--- src/rtl/fc_scheduler.sv ---
// -----------------------------------------------------------------------------
// fc_scheduler
//
// Sequences the binary fully-connected layer behind conv2/maxpool. One signed
// feature is accepted per cycle while in RUN; each accept issues a weight-row
// read (w_rd/w_addr), and the returned row is applied one cycle later. Each
// class accumulator adds the feature where its weight bit is 1 and subtracts
// it where the bit is 0. Accumulators saturate, and any saturation is recorded
// in a sticky flag. When all N_IN features have been applied, the class scores
// are presented with a single-cycle valid pulse.
//
// Ports
//   clk              rising-edge clock
//   rst              asynchronous, active-high reset
//   start            begin a new image (honoured only in IDLE)
//   feat_valid       feature present on feat_data
//   feat_data        signed feature, FEAT_W bits
//   feat_ready       high only in RUN
//   w_rd             weight read strobe (feat_valid & feat_ready)
//   w_addr           feature index of the current accept
//   w_data           weight row, valid the cycle after w_rd (1 = +1, 0 = -1)
//   fc_result        class c at [c*ACC_W +: ACC_W], signed; held until next start
//   fc_result_valid  one-cycle pulse when results are final
//   sat_flag         sticky: an accumulator clamped during this image
//   busy             state != IDLE
// -----------------------------------------------------------------------------
module fc_scheduler #(
  parameter int N_IN    = 144,
  parameter int N_CLASS = 10,
  parameter int FEAT_W  = 5,
  parameter int ACC_W   = 10,
  parameter int AW      = 8
) (
  input  logic                       clk,
  input  logic                       rst,
  input  logic                       start,
  input  logic                       feat_valid,
  input  logic [FEAT_W-1:0]          feat_data,
  output logic                       feat_ready,
  output logic                       w_rd,
  output logic [AW-1:0]              w_addr,
  input  logic [N_CLASS-1:0]         w_data,
  output logic [N_CLASS*ACC_W-1:0]   fc_result,
  output logic                       fc_result_valid,
  output logic                       sat_flag,
  output logic                       busy
);

  typedef enum logic [1:0] {
    S_IDLE,
    S_RUN,
    S_DRAIN,
    S_DONE
  } state_t;

  // Two guard bits above the accumulator: one for the feature term, one so
  // that the sum of a full-scale accumulator and a full-scale term cannot wrap.
  localparam int SUM_W = ACC_W + 2;
  localparam logic signed [SUM_W-1:0] ACC_MAX = SUM_W'((2 ** (ACC_W - 1)) - 1);
  localparam logic signed [SUM_W-1:0] ACC_MIN = SUM_W'(-(2 ** (ACC_W - 1)));
  localparam logic [AW-1:0]           LAST_IDX = AW'(N_IN - 1);

  state_t                    state_q, state_d;
  logic [AW-1:0]             cnt_q, cnt_d;
  logic                      pv_q, pv_d;      // pipeline stage holds a feature
  logic signed [ACC_W:0]     pf_q, pf_d;      // feature, sign-extended to ACC_W+1
  logic signed [ACC_W-1:0]   acc_q [N_CLASS];
  logic signed [ACC_W-1:0]   acc_d [N_CLASS];
  logic                      sat_q, sat_d;

  // Handshake outputs are pure decodes of the registered state and counter.
  assign feat_ready      = (state_q == S_RUN);
  assign w_rd            = feat_valid & feat_ready;
  assign w_addr          = cnt_q;
  assign fc_result_valid = (state_q == S_DONE);
  assign sat_flag        = sat_q;
  assign busy            = (state_q != S_IDLE);

  always_comb begin
    fc_result = '0;
    for (int c = 0; c < N_CLASS; c++) begin
      fc_result[c*ACC_W +: ACC_W] = acc_q[c];
    end
  end

  // Next-state, counter, pipeline and accumulate logic.
  always_comb begin
    logic signed [SUM_W-1:0] term;
    logic signed [SUM_W-1:0] sum;

    // NOTE: every variable gets a default before any branch; a path that
    // leaves one unassigned would otherwise infer a latch.
    state_d = state_q;
    cnt_d   = cnt_q;
    pv_d    = 1'b0;
    pf_d    = pf_q;
    acc_d   = acc_q;
    sat_d   = sat_q;
    term    = '0;
    sum     = '0;

    // Accumulate stage: w_data answers the accept from the previous cycle.
    if (pv_q) begin
      for (int c = 0; c < N_CLASS; c++) begin
        term = w_data[c] ? SUM_W'(pf_q) : -SUM_W'(pf_q);
        sum  = SUM_W'(acc_q[c]) + term;
        if (sum > ACC_MAX) begin
          acc_d[c] = ACC_MAX[ACC_W-1:0];
          sat_d    = 1'b1;
        end else if (sum < ACC_MIN) begin
          acc_d[c] = ACC_MIN[ACC_W-1:0];
          sat_d    = 1'b1;
        end else begin
          acc_d[c] = sum[ACC_W-1:0];
        end
      end
    end

    // pv_q is never set in IDLE, so the clear below cannot collide with an
    // accumulate in the same cycle.
    case (state_q)
      S_IDLE: begin
        if (start) begin
          state_d = S_RUN;
          cnt_d   = '0;
          sat_d   = 1'b0;
          for (int c = 0; c < N_CLASS; c++) begin
            acc_d[c] = '0;
          end
        end
      end
      S_RUN: begin
        if (feat_valid) begin
          pv_d  = 1'b1;
          pf_d  = (ACC_W + 1)'($signed(feat_data));
          cnt_d = cnt_q + AW'(1);
          if (cnt_q == LAST_IDX) begin
            state_d = S_DRAIN;
          end
        end
      end
      S_DRAIN: state_d = S_DONE;
      S_DONE:  state_d = S_IDLE;
      default: state_d = S_IDLE;
    endcase
  end

  // NOTE: sequential state uses non-blocking assignments only, so every flop
  // samples the pre-edge value of every other flop regardless of order.
  always_ff @(posedge clk or posedge rst) begin
    if (rst) begin
      state_q <= S_IDLE;
      cnt_q   <= '0;
      pv_q    <= 1'b0;
      pf_q    <= '0;
      // NOTE: the accumulator array is reset on purpose: it drives fc_result
      // directly, which must read zero out of reset and after an abort.
      for (int c = 0; c < N_CLASS; c++) begin
        acc_q[c] <= '0;
      end
      sat_q   <= 1'b0;
    end else begin
      state_q <= state_d;
      cnt_q   <= cnt_d;
      pv_q    <= pv_d;
      pf_q    <= pf_d;
      for (int c = 0; c < N_CLASS; c++) begin
        acc_q[c] <= acc_d[c];
      end
      sat_q   <= sat_d;
    end
  end

endmodule

--- config.mk ---
export PLATFORM = sky130hd
export DESIGN_NAME = fc_scheduler
export DESIGN_NICKNAME = d
export VERILOG_FILES = /design/src/rtl/fc_scheduler.sv
export SDC_FILE = /design/constraint.sdc
export NUM_CORES = 1
export LEC_CHECK = 0
export ABC_AREA = 0
export CORE_ASPECT_RATIO = 0.75
export CORE_UTILIZATION = 58
export CTS_CLUSTER_SIZE = 8
export DETAILED_ROUTE_END_ITERATION = 6
export HOLD_SLACK_MARGIN = 0.06
export PLACE_DENSITY = 0.79
export REMOVE_ABC_BUFFERS = 1
export SLEW_MARGIN = 30
export SYNTH_ARGS = -nofsm -noshare
export SYNTH_HDL_FRONTEND = slang
export SYNTH_SLANG_ARGS = --single-unit
--- constraint.sdc ---
create_clock -name clk -period 5.3 [get_ports clk]
set_clock_uncertainty 0.2 [all_clocks]
set_input_delay 0.53 -clock clk [delete_from_list [all_inputs] [get_ports clk]]
set_output_delay 0.53 -clock clk [all_outputs]
set_load 0.01 [all_outputs]
* Word-level counts from Yosys, hierarchy flattened
Index checks and enable logic that the tools add are counted.
Word-level totals: bits in registers 117
Operators by class: $add $sub $neg 12, order comparisons 20, equal/unequal tests 7, muxes and demuxes 65, bitwise operators 1, reductions and logical operators 6
Operators by type and width (count):
- 2-to-1 mux 100 bit | 3
- 2-to-1 mux 10 bit | 20
- adder 10 x 12 -> 12 bit | 10
- greater-than comparator 12 x 10 -> 1 bit, second input constant | 10
- less-than comparator 12 x 10 -> 1 bit, second input constant | 10
- 2-to-1 mux 12 bit | 10
- 2-to-1 mux 1 bit | 25
- 2-to-1 mux 8 bit | 2
- case mux 8 bit (2 select lines) | 1
- negation 5 -> 12 bit | 1
- adder 8 x 1 -> 8 bit, second input constant | 1
- == test 8 bit, second input constant | 1
- case mux 2 bit (4 select lines) | 1
- 2-to-1 mux 2 bit | 3
- AND reduction 3 bit | 2
- == test 2 bit, second input constant | 2
- inequality test 2 bit, second input constant | 2
- nonzero test 2 bit | 2
- == test 2 x 1 -> 1 bit, second input constant | 1
- zero test 2 bit | 1
- inequality test 2 x 1 -> 1 bit, second input constant | 1
- AND reduction 2 bit | 1
- AND 1 bit | 1

* Longest topological paths before layout
word-level depth 27, depth in mapped cells 18, depth with buffers taken out 16

* Worst setup path before layout
OpenSTA, ideal clock, no wires.
path kind register to register, from register pf_q[0], to register sat_q, in the netlist sat_flag, library setup time 0.139 ns, data arrival time 3.882 ns, data required time 4.961 ns, setup slack 1.079 ns, stages on the path, launching flop included 15, period minus slack after synthesis 4.221 ns, path through dfrtp_1 -> inv_1 -> ha_1 -> clkbuf_1 -> mux2_2 -> fa_1 -> a21o_1 -> a21o_1 -> a2111o_1 -> a2111o_1 -> nand3_1 -> nand2b_1 -> mux4_2 -> nor4_1 -> a21oi_1
On the way: cells in the longest elaborated chain, start to end 27
Ends and longest elaborated chain:
- from (decl) | line 66 | logic signed [ACC_W:0] pf_q, pf_d;
- from (signal assigned) | line 166 | pf_q <= pf_d;
- negation 5 -> 12 bit | line 105 | term = w_data[c] ? SUM_W'(pf_q) : -SUM_W'(pf_q);
- 2-to-1 mux 12 bit | line 105
- adder 10 x 12 -> 12 bit | line 106 | sum = SUM_W'(acc_q[c]) + term;
- less-than comparator 12 x 10 -> 1 bit | line 110 | end else if (sum < ACC_MIN) begin
- 2-to-1 mux 1 bit | line 110
- 2-to-1 mux 1 bit | line 107 | if (sum > ACC_MAX) begin
- 2-to-1 mux 1 bit | line 110
- 2-to-1 mux 1 bit | line 107
- (+12 left out)
- 2-to-1 mux 1 bit | line 110
- 2-to-1 mux 1 bit | line 107
- 2-to-1 mux 1 bit | line 110
- 2-to-1 mux 1 bit (*) | line 107
- 2-to-1 mux 1 bit (*) | line 103 | if (pv_q) begin
- 2-to-1 mux 1 bit | line 123 | if (start) begin
- 2-to-1 mux 1 bit (*) | line 121 | case (state_q)
- named net sat_d | line 69 | logic sat_q, sat_d;
- to (signal assigned) | line 170 | sat_q <= sat_d;
- to (decl) | line 69
The timed path passes the listed nets; every way through them passes the cells marked *. A chain may end at the register's enable or synchronous reset.

* Worst setup path after layout
from register pf_q[1], to register sat_q, in the netlist sat_flag
Same word-level chain as after synthesis.

==> results.yml <==
timing:
  fin_crit_sh_pct: 84.74
  setup_viol: 0
  grt_setup_unrepaired: "false"
  hold_violations: 0
  slew_headroom_pct: 39.03
  final_max_slew_viol_count: 0
  timing.final.crit_period_ns: 4.491
  tightest_slew_ns: 0.9145
  setup-tns-final_ns: 0
  max_freq_mhz: 222.6
placement:
  port_buffers: 131
  dp_hpwl_mm: 23.07
  routabilityCongestion: 0.9133
layout:
  layout_commonest_cell: "o21ai_0"
  antennaDiodeCount: 0
  drive_above_1_share_pct: 5.328
  mostFrequentLayoutCells: "o21ai_0 (189), a21oi_1 (143), nor2_1 (135)"
  nFillCells: 1500
  nNetsFinal: 1675
  syn2layout_area_growth_pct: 19.60
floorplan:
  rows: 43
  core_sq_um: 18780
  pin_count: 132
  chipWidth_um: 163.3
  start_util_pct: 60.29
  die_area_sq_um: 20090
  die_y_um: 123.0
critical_path:
  arrival_ns: 4.57
  cp-end-kind: "register"
  worst-setup-path-type: "reg2reg"
  required_ns: 5.38
  critPathLaunchType: "register"
  critPathMaxFanout: 6
routing:
  drt_iter0_markers: 1072
  routedWlPerCell_um: 18.66
  final_antenna_net_count: 0
  drcViolationCount: 0
  drt_first_pass_iters: 5
  via_per_inst: 6.242
  wirelength_mm: 33.33
  route.vias.total: 11150
logic_synthesis:
  yosys_warnings: 0
  synth-simple-area-share_pct: 17.23
  ys_ff_latch: 117
  synthArstFlopShare_pct: 100.0
  synth_top_flop_cell: "dfrtp_1"
  synth.distinct_cells: 66
  synth_edf_count: 0
  mappedNetlistArea_sq_um: 11320
  yosys.area_share.adder_pct: 15.03
  synth-compound-area-share_pct: 25.54
  synthMuxAreaShare_pct: 3.714
  synth.avg_cell_area_sq_um: 8.000
  synthXorXnorAreaFrac_pct: 8.898
  ys_seq_area_share_pct: 25.86
  synthCells: 1415
  synth_top_family_by_area: "compound AO/OA/AOI/OAI gates"
worst_hold_path:
  hold_path_class: "in2async"
grt:
  grt_pass1_wl_mm: 53.16
  grt_usage_pct: 33.83
  grt_pass1_vias: 10300
  antenna_found_initial: 0
  grt_max_degree: 92
  grt-ovfl-total: 0
status:
  status: "complete, no violations"
clock_tree:
  cts_tree: "yes"
  clockBufferDepth: 2
  cts-htree-levels: 4
  post_cts_resized: 0
  cts.sinks: 117
  post_cts_buffers: 0
  clkTransAtPathRegs_ns: 0.06
  cts_buffers: 17
  cts_root_buf: "clkbuf_16"
  clk_latency_ns: 0.43
  ctsHoldBuffers: 0
run:
  cap_violations: 0
[kinds of logic (layout without fill, tap and decap cells)]
kind of cell	Yosys count	after routing
XOR/XNOR	115	115
flip-flops	117	117
multiplexers	39	39
buffers and inverters	112	236
AND/OR/NAND/NOR	415	415
adder cells (fa/ha/maj)	130	130
AO/OA/AOI/OAI	487	487
[per-stage QoR]
| step | cells | instance area (sq um) | setup slack [ns] | util, % | hold slack (ns) |
|---|---|---|---|---|---|
| after floorplan | 1354 | 11090 | 1.143 | - | 0.3783 |
| after global placement | 1754 | 12890 | 0.6910 | 68.65 | 0.3436 |
| after detailed placement | 1754 | 12890 | 0.6581 | 68.65 | 0.3517 |
| after CTS | 1786 | 13540 | 0.8635 | 72.10 | 0.1552 |
| after global routing | 1786 | 13540 | 0.4648 | 72.10 | 0.1768 |
| final | 1786 | 13540 | 0.8086 | 72.10 | 0.1593 |
[critical path, cell delays in order, from the launching register on]
cell	delay [ns]
dfrtp_1	0.37
inv_1	0.10
ha_1	0.17
nand2_1	0.09
ha_1	0.50
buf_4	0.27
mux2i_1	0.10
ha_1	0.35
o21ai_0	0.13
nor2b_1	0.16
o311ai_0	0.52
a21oi_1	0.14
o21bai_1	0.18
xnor2_1	0.23
mux2i_1	0.20
a2111oi_0	0.51
a21oi_1	0.12
[Yosys cell counts, types with 11 or more instances]
cell type / number / share of area (%)
o21ai_0: 189 / 8.4
a21oi_1: 143 / 6.3
nor2_1: 135 / 4.5
ha_1: 120 / 13
dfrtp_1: 117 / 26
nand2_1: 109 / 3.6
xnor2_1: 69 / 5.3
clkbuf_1: 57 / 1.9
inv_1: 51 / 1.7
xor2_1: 46 / 3.6
a21o_1: 29 / 1.9
nor3_1: 29 / 1.3
nand2b_1: 26 / 1.4
mux2i_1: 24 / 2.1
nor2b_1: 23 / 1.3
nand3_1: 22 / 0.97
a211oi_1: 18 / 1.2
o21a_1: 17 / 1.1
mux2_2: 14 / 1.4
or3_1: 14 / 0.77
a31oi_1: 13 / 0.72
and3_1: 13 / 0.72
a211o_1: 11 / 0.85
[worst paths after layout]
path	start	end	slack, ns	cells after the start
min in group clk	w_addr[7]$_DFFE_PP0P_	w_addr[7]$_DFFE_PP0P_	0.36	2
worst min register to register	w_addr[7]$_DFFE_PP0P_	w_addr[7]$_DFFE_PP0P_	0.36	2
worst max register to register	pf_q[1]$_DFFE_PP0P_	sat_flag$_DFF_PP0_	0.81	16
worst min-delay path	rst	fc_result[98]$_DFF_PP0_	0.16	2
max in group asynchronous	rst	pv_q$_DFF_PP0_	3.60	3
worst max-delay path	pf_q[1]$_DFFE_PP0P_	sat_flag$_DFF_PP0_	0.81	16
[per-layer routing]
| layer | routed length, um | global-route usage [%] |
|---|---|---|
| met1 | 15190 | 47.16 |
| met2 | 14320 | 51.99 |
| met3 | 2854 | 6.474 |
| met4 | 964 | 12.62 |
| met5 | 0 | 0 |
[area by class of cell]
type,count,area (sq um),share of cell area (%)
Tap cell,247,309.0,2.283
Clock inverter,13,205.2,1.516
Inverter,51,193.9,1.433
Sequential cell,117,2932,21.65
Clock buffer,19,442.9,3.272
Multi-Input combinational cell,1186,7979,58.94
Timing Repair Buffer,153,1476,10.91
[flip-flops by register name, indices dropped and copies added (netlist names)]
name       count
pf_q           5
pv_q           1
state_q        2
sat_flag       1
fc_result    100
w_addr         8
Power is left out: the tool's default activity adds up to more than one toggle a clock period on the data nets, which glitch-free logic cannot reach.
